===== config.mk =====
export PLATFORM = sky130hd
export DESIGN_NAME = dec_nx2n_bist_flat
export DESIGN_NICKNAME = d
export VERILOG_FILES = /design/src/rtl/dec_nx2n_bist_pkg.sv /design/src/rtl/dec_nx2n_bist_if.sv /design/src/rtl/dec_nx2n_bist_core.sv /design/src/rtl/dec_nx2n_bist.sv /design/src/flat_wrapper.sv
export SDC_FILE = /design/constraint.sdc
export NUM_CORES = 1
export LEC_CHECK = 0
export CORE_ASPECT_RATIO = 1.5
export CORE_MARGIN = 2
export CORE_UTILIZATION = 42
export DETAILED_ROUTE_END_ITERATION = 10
export HOLD_SLACK_MARGIN = 0.06
export MAX_ROUTING_LAYER = met4
export PLACE_DENSITY = 0.68
export SYNTH_ARGS = -nofsm -noshare
export SYNTH_HDL_FRONTEND = slang
export SYNTH_SLANG_ARGS = --single-unit

===== constraint.sdc =====
create_clock -name clk -period 2.7 [get_ports clk]
set_clock_uncertainty 0.05 [all_clocks]
set_input_delay 0.27 -clock clk [delete_from_list [all_inputs] [get_ports clk]]
set_output_delay 0.27 -clock clk [all_outputs]
set_load 0.005 [all_outputs]

===== src/rtl/dec_nx2n_bist_pkg.sv =====
// Shared types and helpers for the N-to-2^N decoder with fault injection and BIST.
package dec_pkg;

  localparam int MAX_N = 8;
  localparam int MAX_W = 2 ** MAX_N;

  typedef enum logic [1:0] {
    IDLE   = 2'd0,
    RUN    = 2'd1,
    DRAIN  = 2'd2,
    REPORT = 2'd3
  } state_t;

  typedef enum logic [1:0] {
    INJ_NONE = 2'b00,
    INJ_SA0  = 2'b01,
    INJ_SA1  = 2'b10,
    INJ_INV  = 2'b11
  } inj_t;

  // Callers truncate to their own 2^N width with a size cast.
  function automatic logic [MAX_W-1:0] onehot(input logic [MAX_N-1:0] code);
    return MAX_W'(1) << code;
  endfunction

endpackage


===== src/rtl/dec_nx2n_bist_if.sv =====
// Decoder/BIST signal bundle; master drives selects, faults and start.
interface dec_nx2n_bist_if #(parameter int N = 4);
  logic            en;
  logic [N-1:0]    sel;
  logic [1:0]      inj_type;
  logic [N-1:0]    inj_line;
  logic            start;
  logic [2**N-1:0] D;
  logic            busy;
  logic            done;
  logic            pass;
  logic [N:0]      err_cnt;
  logic [N-1:0]    first_fail;

  modport master (
    output en, sel, inj_type, inj_line, start,
    input  D, busy, done, pass, err_cnt, first_fail
  );

  modport slave (
    input  en, sel, inj_type, inj_line, start,
    output D, busy, done, pass, err_cnt, first_fail
  );
endinterface


===== src/rtl/dec_nx2n_bist_core.sv =====
// Registered one-hot decoder with a run-time single-line fault injection mux.
module dec_core
  import dec_pkg::*;
#(
  parameter int N = 4
) (
  input  logic            clk,
  input  logic            rst,
  input  logic            i_en,
  input  logic [N-1:0]    i_sel,
  input  logic [1:0]      i_inj_type,
  input  logic [N-1:0]    i_inj_line,
  output logic [2**N-1:0] o_d
);
  localparam int W = 2 ** N;

  logic [W-1:0] w_nxt;
  logic [W-1:0] w_flt;

  always_comb begin
    w_nxt = i_en ? W'(onehot(MAX_N'(i_sel))) : '0;
    w_flt = w_nxt;
    case (inj_t'(i_inj_type))
      INJ_SA0: w_flt[i_inj_line] = 1'b0;
      INJ_SA1: w_flt[i_inj_line] = 1'b1;
      INJ_INV: w_flt[i_inj_line] = ~w_nxt[i_inj_line];
      default: ;
    endcase
  end

  always_ff @(posedge clk or posedge rst) begin
    if (rst) o_d <= '0;
    else     o_d <= w_flt;
  end
endmodule


===== src/rtl/dec_nx2n_bist.sv =====
// Decoder top: BIST sequencer sweeps every code through dec_core and scores D.
module dec_nx2n_bist
  import dec_pkg::*;
#(
  parameter int N = 4
) (
  input  logic           clk,
  input  logic           rst,
  dec_nx2n_bist_if.slave bus
);
  localparam int W = 2 ** N;

  state_t       r_state, w_state_nxt;
  logic         w_start_acc;
  logic [N-1:0] r_cnt;
  logic [N-1:0] r_exp_code;
  logic         r_exp_vld;
  logic [N:0]   r_err_cnt;
  logic [N:0]   w_err_nxt;
  logic [N-1:0] r_first_fail;
  logic         r_fail_seen;
  logic         r_pass;
  logic         w_busy;
  logic         w_en_i;
  logic [N-1:0] w_sel_i;
  logic [W-1:0] w_d;
  logic         w_mismatch;

  assign w_busy  = (r_state != IDLE);
  assign w_sel_i = w_busy ? r_cnt : bus.sel;
  assign w_en_i  = w_busy | bus.en;

  dec_core #(.N(N)) u_core (
    .clk        (clk),
    .rst        (rst),
    .i_en       (w_en_i),
    .i_sel      (w_sel_i),
    .i_inj_type (bus.inj_type),
    .i_inj_line (bus.inj_line),
    .o_d        (w_d)
  );

  // D lags the issued code by one edge, so the check runs against the delayed copy.
  assign w_mismatch = r_exp_vld && (w_d != W'(onehot(MAX_N'(r_exp_code))));
  assign w_err_nxt  = r_err_cnt + (N+1)'(w_mismatch);

  always_comb begin
    w_state_nxt = r_state;
    w_start_acc = 1'b0;
    case (r_state)
      IDLE: if (bus.start) begin
        w_state_nxt = RUN;
        w_start_acc = 1'b1;
      end
      RUN:     if (r_cnt == '1) w_state_nxt = DRAIN;
      DRAIN:   w_state_nxt = REPORT;
      REPORT:  w_state_nxt = IDLE;
      default: w_state_nxt = IDLE;
    endcase
  end

  always_ff @(posedge clk or posedge rst) begin
    if (rst) r_state <= IDLE;
    else     r_state <= w_state_nxt;
  end

  always_ff @(posedge clk or posedge rst) begin
    if (rst) begin
      r_cnt      <= '0;
      r_exp_code <= '0;
      r_exp_vld  <= 1'b0;
    end else begin
      if (w_start_acc)        r_cnt <= '0;
      else if (r_state == RUN) r_cnt <= r_cnt + 1'b1;
      r_exp_code <= r_cnt;
      r_exp_vld  <= (r_state == RUN);
    end
  end

  // pass is decided on the DRAIN edge so it is valid alongside done.
  always_ff @(posedge clk or posedge rst) begin
    if (rst) begin
      r_err_cnt    <= '0;
      r_first_fail <= '0;
      r_fail_seen  <= 1'b0;
      r_pass       <= 1'b0;
    end else if (w_start_acc) begin
      r_err_cnt    <= '0;
      r_first_fail <= '0;
      r_fail_seen  <= 1'b0;
      r_pass       <= 1'b0;
    end else begin
      if (w_mismatch) begin
        r_err_cnt <= w_err_nxt;
        if (!r_fail_seen) begin
          r_first_fail <= r_exp_code;
          r_fail_seen  <= 1'b1;
        end
      end
      if (r_state == DRAIN) r_pass <= (w_err_nxt == '0);
    end
  end

  assign bus.D          = w_d;
  assign bus.busy       = w_busy;
  assign bus.done       = (r_state == REPORT);
  assign bus.pass       = r_pass;
  assign bus.err_cnt    = r_err_cnt;
  assign bus.first_fail = r_first_fail;
endmodule


===== src/flat_wrapper.sv =====
// flat-port wrapper written by rule: the top's interface ports become plain ports
module dec_nx2n_bist_flat import dec_pkg::*;
#(
  parameter int N = 4
)
  (clk, rst, bus_en, bus_sel, bus_inj_type, bus_inj_line, bus_start, bus_D, bus_busy, bus_done, bus_pass, bus_err_cnt, bus_first_fail);
  dec_nx2n_bist_if #(.N(N)) bus_i ();
  input  logic clk;
  input  logic rst;
  input wire logic [$bits(bus_i.en)-1:0] bus_en;
  input wire logic [$bits(bus_i.sel)-1:0] bus_sel;
  input wire logic [$bits(bus_i.inj_type)-1:0] bus_inj_type;
  input wire logic [$bits(bus_i.inj_line)-1:0] bus_inj_line;
  input wire logic [$bits(bus_i.start)-1:0] bus_start;
  output wire logic [$bits(bus_i.D)-1:0] bus_D;
  output wire logic [$bits(bus_i.busy)-1:0] bus_busy;
  output wire logic [$bits(bus_i.done)-1:0] bus_done;
  output wire logic [$bits(bus_i.pass)-1:0] bus_pass;
  output wire logic [$bits(bus_i.err_cnt)-1:0] bus_err_cnt;
  output wire logic [$bits(bus_i.first_fail)-1:0] bus_first_fail;
  assign bus_i.en = bus_en;
  assign bus_i.sel = bus_sel;
  assign bus_i.inj_type = bus_inj_type;
  assign bus_i.inj_line = bus_inj_line;
  assign bus_i.start = bus_start;
  assign bus_D = bus_i.D;
  assign bus_busy = bus_i.busy;
  assign bus_done = bus_i.done;
  assign bus_pass = bus_i.pass;
  assign bus_err_cnt = bus_i.err_cnt;
  assign bus_first_fail = bus_i.first_fail;
  dec_nx2n_bist #(.N(N)) u_core (.clk(clk), .rst(rst), .bus(bus_i));
endmodule

==> metrics, run 1 <==
status=completed; count of pins over their slew limit=0; element type at the critical path end=flop; register area share after synthesis=0.367; Hold WC Path Type=in -> async; critical path class=reg -> reg; Crit Path Max Fanout=4; peak supply drop=0.525 mV; clock root cell=clkbuf_8; worst skew pair latency=0.29 ns; first-pass GRT wire length=11.0 mm; I/O Buffers=41; Placer Congestion=0.960; Pleak=1.44 nW; Max stage delay on crit path=0.46 ns; layout cells sized above 1=0.230; htree depth=2; RSZ-0062 raised after global routing=true; Pwr Total=3.48 mW; number of synthesized flops with an enable pin=0; Synth cell types=62; gr usage total=0.215; cell-internal power=between 2 and 2.5 mW; total number of vias=around 2500; Syn Area/Cell=8.97 um2; HPWL Detailed=4.94 mm; dpl cells=409; core box area=slightly above 0.006 mm2; Setup WS pre-CTS=-0.183 ns; yosys warns=0; drt total wl=6.91 mm; Max Cap Viol=0; Power Dens Cells=slightly below 1000 mW/mm2; largest net degree at the start of global routing=39; Gate Count Post-Synth=289; clock transition at the registers of the reported paths=0.08 ns; Area Growth Syn to Fin=37.0%; WL/cell=16.0 um; Final Setup Violations=0; Period minus WS final=between 2 and 3 ns; fin cells=431; CTS tree=built; fmax=between 0.3 and 0.4 GHz; Worst-Margin Slew=between 0.4 and 0.5 ns; Crit path buffers/inverters=0; flops & latches, synth=38; total clock sinks=38; Crit-path slowest cell=dfrtp_2; total gr overflow=0; Routed Antenna Nets=0; Final WS setup=0.0452 ns; fillers=536; 1st-pass router iterations=4; asr flop ratio synth=1.00; row count=35; vias per std cell=5.90; syn_nets=311; number of remaining DRC errors=0; CTS Buffer Depth=2; final hold vios=0; Final period util=0.983; CTS Buf Count=5; Net Sw Frac=0.412; slew margin rel.=0.687; Comb pwr share=0.615; initial core utilization=0.429; Iteration-0 DRC Markers=102; die area=0.00683 mm2; crit path DAT=2.82 ns; Ant. Diodes=0; Die Span X=between 60 and 70 um; Final #Nets=378; CP delay by family, top=simple AND/OR/NAND/NOR gates; commonest non-fill, non-tap cell in the layout=clkdlybuf4s50_1; chip height=100 um; CTS Hold Bufs=0; net switching power of the design=1.43 mW; CP cell instances=or3b_1, nand3_1, o2111ai_2, nor4_4, a31oi_4, ha_4, a211o_1, nand2_1, a31oi_1, nor3_1, mux2i_1, nor2_1; Flop pwr share=0.268; crit start category=flop; clock power share=0.117; Primary FF master, synth=dfrtp_1; commonest non-fill, non-tap cells in the layout=clkdlybuf4s50_1 (41), dfrtp_1 (35), buf_4 (34); initial antenna violation count=0; I/O Pins=between 40 and 50; vias in the first global route=2539; post-synthesis cell area=between 0.002 and 0.003 mm2; worst endpoint required time=2.87 ns
[area by class of cell]
cell class	count	area [um2]	area share
Clock buffer	7	86.3	0.0243
Clock inverter	1	5.00	0.00141
Sequential cell	38	955	0.269
Inverter	11	41.3	0.0116
Timing Repair Buffer	80	744	0.210
Multi-Input combinational cell	220	1630	0.458
Tap cell	74	92.6	0.0261
[power groups by stage]
stage / Clock (mW) / Sequential [mW] / Combinational (mW)
3_3_place_gp: 0 / 0.933 / 1.67
2_1_floorplan: 0 / 0.873 / 1.12
3_5_place_dp: 0 / 0.940 / 1.70
5_1_grt: 0.443 / 0.956 / 2.33
6_report: 0.408 / 0.933 / 2.14
4_1_cts: 0.417 / 0.914 / 1.91
[worst reg2reg max path: stages (launching register included)]
cell and delay, ns:
dfrtp_2 0.46, or3b_1 0.39, nand3_1 0.10, o2111ai_2 0.15
nor4_4 0.38, a31oi_4 0.15, ha_4 0.20, a211o_1 0.26
nand2_1 0.06, a31oi_1 0.08, nor3_1 0.14, mux2i_1 0.09
nor2_1 0.09
[per-stage QoR]
stage | util | hold slack (ns) | instance area (um2) | TNS (ns)
after floorplan | - | 0.328 | 2600 | 0
after global placement | 0.527 | 0.423 | 3190 | -0.0393
after detailed placement | 0.527 | 0.417 | 3190 | -0.488
after CTS | 0.567 | 0.350 | 3430 | 0
after global routing | 0.588 | 0.406 | 3550 | -0.267
final | 0.588 | 0.327 | 3550 | 0
[cell families (layout without fill, tap and decap cells)]
group / Yosys count / count (layout) / synth area share
xor+xnor: 5 / 5 / 0.0169
mux: 10 / 10 / 0.0492
buf+inv: 31 / 99 / 0.0564
flops: 38 / 38 / 0.367
compound gates: 83 / 83 / 0.228
fa+ha+maj: 8 / 8 / 0.0386
simple gates: 114 / 114 / 0.244
[metal layers]
metal  vias up  track usage  part of all wire
li1       1230            -                 -
met1      1230        0.235              0.39
met2        65        0.376              0.55
met3        18       0.0179             0.025
met4         0        0.115             0.036
met5         -            -                 0
[what timing repair did]
action                                 CTS  global route
setup endpoints to repair                4             8
pin swaps                                9            18
setup buffers                           14             1
resized for setup                        9            22
gates cloned                             0             1
endpoints found under the hold margin    0             0
[final timing paths]
kind	from	endpoint	slack, ns	depth (start not counted)
max	u_core.r_exp_code[0]$_DFF_PP0_	u_core.bus.pass$_DFFE_PP0P_	0.05	12
min	rst	u_core.bus.err_cnt[2]$_DFFE_PP0P_	0.33	3
max reg2reg	u_core.r_exp_code[0]$_DFF_PP0_	u_core.bus.pass$_DFFE_PP0P_	0.05	12
min reg2reg	u_core.r_cnt[2]$_DFFE_PP0P_	u_core.r_exp_code[2]$_DFF_PP0_	0.43	0
max in group asynchronous	rst	u_core.r_exp_code[0]$_DFF_PP0_	1.90	3
min in group clk	u_core.r_cnt[2]$_DFFE_PP0P_	u_core.r_exp_code[2]$_DFF_PP0_	0.43	0
[state kept, by name, summed over array words and instances, names as in the netlist, 2 cells and up]
signal,cells
u_core.bus.err_cnt,5
u_core.bus.first_fail,4
u_core.r_cnt,4
u_core.r_exp_code,4
u_core.r_state,2
u_core.u_core.o_d,16
[Yosys cell counts (5+ instances only)]
| master | count | area, um2 |
|---|---|---|
| o21ai_0 | 24 | 120 |
| nand2_1 | 31 | 116 |
| nor2b_1 | 5 | 31.3 |
| nand4_1 | 8 | 50.1 |
| mux2i_1 | 6 | 60.1 |
| clkbuf_1 | 8 | 30.0 |
| o211ai_1 | 6 | 45.0 |
| nand3_1 | 9 | 45.0 |
| ha_1 | 8 | 100 |
| buf_2 | 6 | 30.0 |
| nor2_1 | 19 | 71.3 |
| inv_1 | 10 | 37.5 |
| o32ai_1 | 5 | 43.8 |
| o22ai_1 | 13 | 81.3 |
| dfrtp_1 | 38 | 951 |
| nand2b_1 | 5 | 31.3 |
| or4_1 | 5 | 37.5 |
| a31oi_1 | 5 | 31.3 |
(Power assumes the default switching activity.)
==> run 2, diff against run 1 <==
- CORE_UTILIZATION: 42 -> 49
- PLACE_DENSITY: 0.68 -> 0.77
- SLEW_MARGIN: unset -> 20
==> run 2 against run 1 <==
Effect of this change:
- setup slack lost 0.031 ns
- critical path type unchanged
- sequential power grew 2%
- global-route usage grew 3.5 points
- largest cell class unchanged
- fmax shrank 1.2%
- non-clock buffer count shrank 8
==> metrics, run 2 (synthesized netlist as in run 1, its figures left out) <==
worst endpoint required time=2.82 ns; CP delay by family, top=simple AND/OR/NAND/NOR gates; Routed Antenna Nets=0; critical path class=reg -> reg; peak supply drop=0.497 mV; vias per std cell=6.26; WL/cell=17.1 um; clock root cell=clkbuf_8; Final #Nets=370; total gr overflow=0; worst skew pair latency=0.28 ns; Max stage delay on crit path=0.46 ns; Max Cap Viol=0; 1st-pass router iterations=6; row count=32; CTS Buf Count=5; initial core utilization=0.506; Worst R2R Path Depth=14; vias in the first global route=2440; fin area=0.00347 mm2; cell mode on critical path=buf_4; Hold WC Path Type=in -> async; element type at the critical path end=flop; number of flip-flops in the largest register=16; Crit-path slowest cell=dfrtp_2; crit start category=flop; Util after Layout=0.677; critical path depth=14; I/O Buffers=41; Ant. Diodes=0; Final TNS setup=0 ns; Placer Congestion=0.937; crit path DAT=2.80 ns; commonest non-fill, non-tap cell in the layout=clkdlybuf4s50_1; Die Span X=63.4 um; I/O Pins=42; Reg with most FFs=u_core.u_core.o_d; number of remaining DRC errors=0; fmax=0.372 GHz; slew margin rel.=0.668; final hold slack=0.341 ns; initial antenna violation count=0; htree depth=2; HPWL Detailed=around 5.0 mm; status=completed; clock transition at the registers of the reported paths=0.08 ns; Final WS setup=0.0142 ns; dpl cell area=0.00317 mm2; chip height=93.1 um; RSZ-0062 raised after global routing=true; Final Setup Violations=0; Final period util=0.995; drt total wl=7.12 mm; CTS Buffer Depth=2; Pleak=around 1.4 nW; die area=0.00590 mm2; Crit path buffers/inverters=2; core box area=0.00512 mm2; total number of vias=2612; Power Dens Cells=943 mW/mm2; Crit Path Max Fanout=6; gr usage total=0.250; Period minus WS final=2.69 ns; Worst-Margin Slew=0.492 ns; Iteration-0 DRC Markers=273; Area Growth Syn to Fin=33.7%; CP cell instances=buf_4, nor2b_2, o2bb2ai_1, o2111ai_4, nor4_4, a31oi_2, ha_4, buf_4, nand4_1, nand2_1, a31oi_1, nor3_1, mux2i_1, nor2_1; Setup WS pre-CTS=-0.154 ns; first-pass GRT wire length=roughly 11 mm; commonest non-fill, non-tap cells in the layout=clkdlybuf4s50_1 (41), dfrtp_1 (34), nand2_1 (31); CTS Hold Bufs=0; count of pins over their slew limit=0; largest net degree at the start of global routing=39; layout cells sized above 1=0.212; total clock sinks=38; final hold vios=0; CTS tree=built
-- run 2: cell count changes in the layout (fill, tap and decap cells not counted), moves of 2 or more --
cell / change
buf_4: -7
nand2_1: +2
nand2_2: -2
nand3_1: -2
nand3_2: +2
-- run 2: per-stage QoR --
| stage | total power [mW] | cells |
|---|---|---|
| 2_1_floorplan | 1.99 | 289 |
| 3_3_place_gp | 2.56 | 402 |
| 3_5_place_dp | 2.60 | 402 |
| 4_1_cts | 3.12 | 416 |
| 5_1_grt | 3.49 | 417 |
| 6_report | 3.27 | 417 |
-- run 2: final timing paths --
| path | from | endpoint | slack (ns) |
|---|---|---|---|
| min in group clk | u_core.r_cnt[2]$_DFFE_PP0P_ | u_core.r_exp_code[2]$_DFF_PP0_ | 0.44 |
| setup reg to reg | u_core.r_exp_code[1]$_DFF_PP0_ | u_core.bus.pass$_DFFE_PP0P_ | 0.01 |
| setup / recovery | u_core.r_exp_code[1]$_DFF_PP0_ | u_core.bus.pass$_DFFE_PP0P_ | 0.01 |
| hold reg to reg | u_core.r_cnt[2]$_DFFE_PP0P_ | u_core.r_exp_code[2]$_DFF_PP0_ | 0.44 |
| max in group asynchronous | rst | u_core.r_exp_code[3]$_DFF_PP0_ | 1.89 |
| hold / removal | rst | u_core.bus.err_cnt[2]$_DFFE_PP0P_ | 0.34 |
-- run 2: routing by layer --
| layer | track usage | vias to the layer above | part of all wire |
|---|---|---|---|
| met5 | - | - | 0 |
| met4 | 0.112 | 0 | 0.026 |
| met3 | 0.0241 | 15 | 0.044 |
| met2 | 0.447 | 116 | 0.54 |
| met1 | 0.280 | 1272 | 0.39 |
| li1 | - | 1209 | - |
-- run 2: area by class of cell --
type	count	area (um2)
Fill cell	437	1660
Tap cell	68	85.1
Clock buffer	7	86.3
Multi-Input combinational cell	220	1640
Inverter	11	41.3
Timing Repair Buffer	72	658
Clock inverter	1	5.00
Sequential cell	38	956
-- run 2: what timing repair did --
action                                  in CTS  in global routing
pin swaps                                   18                 16
gates resized for setup                     14                 19
buffers inserted                             6                  1
endpoints found under the setup margin       4                  7
-- run 2: power by group --
group / internal (mW) / total, mW / leakage [nW] / switching (mW)
sequential: 0.729 / 0.947 / 0.503 / 0.218
clock: 0.206 / 0.406 / 0.0482 / 0.200
combinational: 0.950 / 1.92 / 0.839 / 0.968
-- run 2: tightest hold or removal path, cell delays in order --
cell and delay, ns:
clkdlybuf4s50_1 0.39, inv_1 0.05, buf_4 0.41
==> run 3, diff against run 2 <==
- ABC_CLOCK_PERIOD_IN_PS: unset -> 3200
- CORE_UTILIZATION: 49 -> 58
- PLACE_DENSITY: 0.77 -> 0.86
- clock period: 2.7 -> 3.2 ns (I/O delays scaled with it)
==> run 3 against run 2 <==
Effect of this change:
- the flow now finishes with violations (DRC)
- setup slack better by 0.24 ns
- largest power group unchanged
- sequential power is 13% lower
- total power is 22% lower
- flip-flop and latch count stayed put
- hold slack better by 0.038 ns
- clock power hardly changed
==> metrics, run 3 (synthesized netlist as in run 1, its figures left out) <==
initial core utilization=0.606; clock transition at the registers of the reported paths=0.08 ns; Power Dens Cells=805 mW/mm2; total gr overflow=0; M1 WL=2.60 mm; chip height=~86 um; wire length on met3=242 um; largest net degree at the start of global routing=39; HPWL Detailed=between 4 and 5 mm; Pleak=approximately 1.3 nW; Worst-Margin Slew=0.676 ns; Final period util=0.920; worst skew pair latency=0.29 ns; status=finished with violations; worst endpoint required time=roughly 3.4 ns; element type at the critical path end=flop; commonest non-fill, non-tap cells in the layout=clkdlybuf4s50_1 (41), dfrtp_1 (34), nand2_1 (31); net switching power of the design=1.06 mW; Crit Path Max Fanout=12; total clock sinks=38; Placer Congestion=around 0.9; gr usage total=0.268; Util after Layout=0.740; Final Setup Violations=0; die area=between 0.005 and 0.006 mm2; Net Sw Frac=0.416; peak supply drop=0.526 mV; WL/cell=16.6 um; count of pins over their slew limit=0; drt total wl=6.23 mm; 1st-pass router iterations=8; CTS Buffer Depth=2; I/O Buffers=41; clock root cell=clkbuf_8; Die Span X=slightly below 60 um; Final #Nets=350; Hold WC Path Type=in -> async; critical path class=reg -> reg; highest metal used=met4; fin cells=375; R2R Setup Slk=0.26 ns; Period minus WS final=2.94 ns; slew margin rel.=0.548; I/O Pins=42; WL met2=3.25 mm; row count=29; FF-to-FF Start=u_core.r_exp_code[0]$_DFF_PP0_; CTS tree=built; Area Growth Syn to Fin=22.2%; crit start category=flop; Worst R2R Path Depth=12; initial antenna violation count=0; htree depth=2; Flop pwr share=0.322; number of flip-flops in the largest register=16; final hold vios=0; CTS Buf Count=5; Routed Antenna Nets=0; vias in the first global route=2235; Comb pwr share=0.520; Reg with most FFs=u_core.u_core.o_d; failing checks=DRC; Final TNS setup=0 ns; total number of vias=2447; first-pass GRT wire length=slightly above 10 mm; crit path DAT=3.12 ns; clock power share=0.158; cell-internal power=about 1.5 mW; Max Cap Viol=0; dpl cells=359; number of remaining DRC errors=2; FF-to-FF End=u_core.bus.pass$_DFFE_PP0P_; Ant. Diodes=0; commonest non-fill, non-tap cell in the layout=clkdlybuf4s50_1; layout cells sized above 1=0.122; Iteration-0 DRC Markers=220; core box area=0.00428 mm2; fmax=approximately 0.34 GHz; vias per std cell=between 6 and 7
-- run 3: cell types whose count changed in the layout (fill, tap and decap cells not counted), sizes merged --
cell      before  now
clkinv         2    1
bufinv         0    1
clkinvlp       0    1
buf           31   11
clkbuf         7    6
-- run 3: layout make-up --
type | instances | area, um2
Tap cell | 46 | 57.6
Clock inverter | 2 | 37.5
Clock buffer | 6 | 72.6
Inverter | 11 | 41.3
Sequential cell | 38 | 956
Timing Repair Buffer | 52 | 493
Fill cell | 316 | 1110
Multi-Input combinational cell | 220 | 1510
-- run 3: worst max-delay path by stage --
stage | from | to | slack (ns) | depth (start not counted)
after CTS | u_core.r_exp_code[0]$_DFF_PP0_ | u_core.bus.pass$_DFFE_PP0P_ | 0.10 | 12
final | u_core.r_exp_code[0]$_DFF_PP0_ | u_core.bus.pass$_DFFE_PP0P_ | 0.26 | 12
after detailed placement | u_core.r_exp_code[0]$_DFF_PP0_ | u_core.bus.pass$_DFFE_PP0P_ | 0.21 | 12
after global placement | u_core.r_exp_code[0]$_DFF_PP0_ | u_core.bus.pass$_DFFE_PP0P_ | 0.31 | 12
after global routing | u_core.r_exp_code[0]$_DFF_PP0_ | u_core.bus.pass$_DFFE_PP0P_ | -0.04 | 12
after floorplan | u_core.r_exp_code[0]$_DFF_PP0_ | u_core.bus.pass$_DFFE_PP0P_ | 0.49 | 13
-- run 3: stage by stage --
stage                     instance area (um2)  hold slack, ns  power [mW]  worst slack, ns
final                                    3170           0.379        2.55            0.257
after global routing                     3170           0.422        2.75          -0.0381
after CTS                                3090           0.397        2.46            0.101
after detailed placement                 2980           0.444        2.05            0.210
after global placement                   2980           0.428        2.01            0.307
after floorplan                          2590           0.328        1.67            0.486
-- run 3: what timing repair did --
action                                  4_1_cts  5_1_grt
hold buffers                                  0        0
endpoints found under the setup margin        0        4
buffers inserted                              0        8
gates resized for setup                       0        7
-- run 3: critical path, stage by stage, from the launching register on --
cell and delay, ns:
dfrtp_2 0.49, or3b_1 0.40, nand3_1 0.10, o2111ai_1 0.17, nor4_2 0.36, a31oi_1 0.17
ha_1 0.26, ha_2 0.23, nor4_2 0.26, a31oi_1 0.07, nor3_1 0.15, mux2i_1 0.09
nor2_1 0.08
-- run 3: power by group through the flow --
stage	registers (mW)	clock network, mW	logic (mW)
2_1_floorplan	0.737	0	0.933
3_3_place_gp	0.824	0	1.19
3_5_place_dp	0.831	0	1.22
4_1_cts	0.823	0.410	1.22
5_1_grt	0.849	0.433	1.47
6_report	0.822	0.403	1.32
-- run 3: per-layer routing --
metal	up-vias	track usage
met5	-	-
met4	0	0.120
met3	11	0.0317
met2	81	0.432
met1	1180	0.333
li1	1175	-
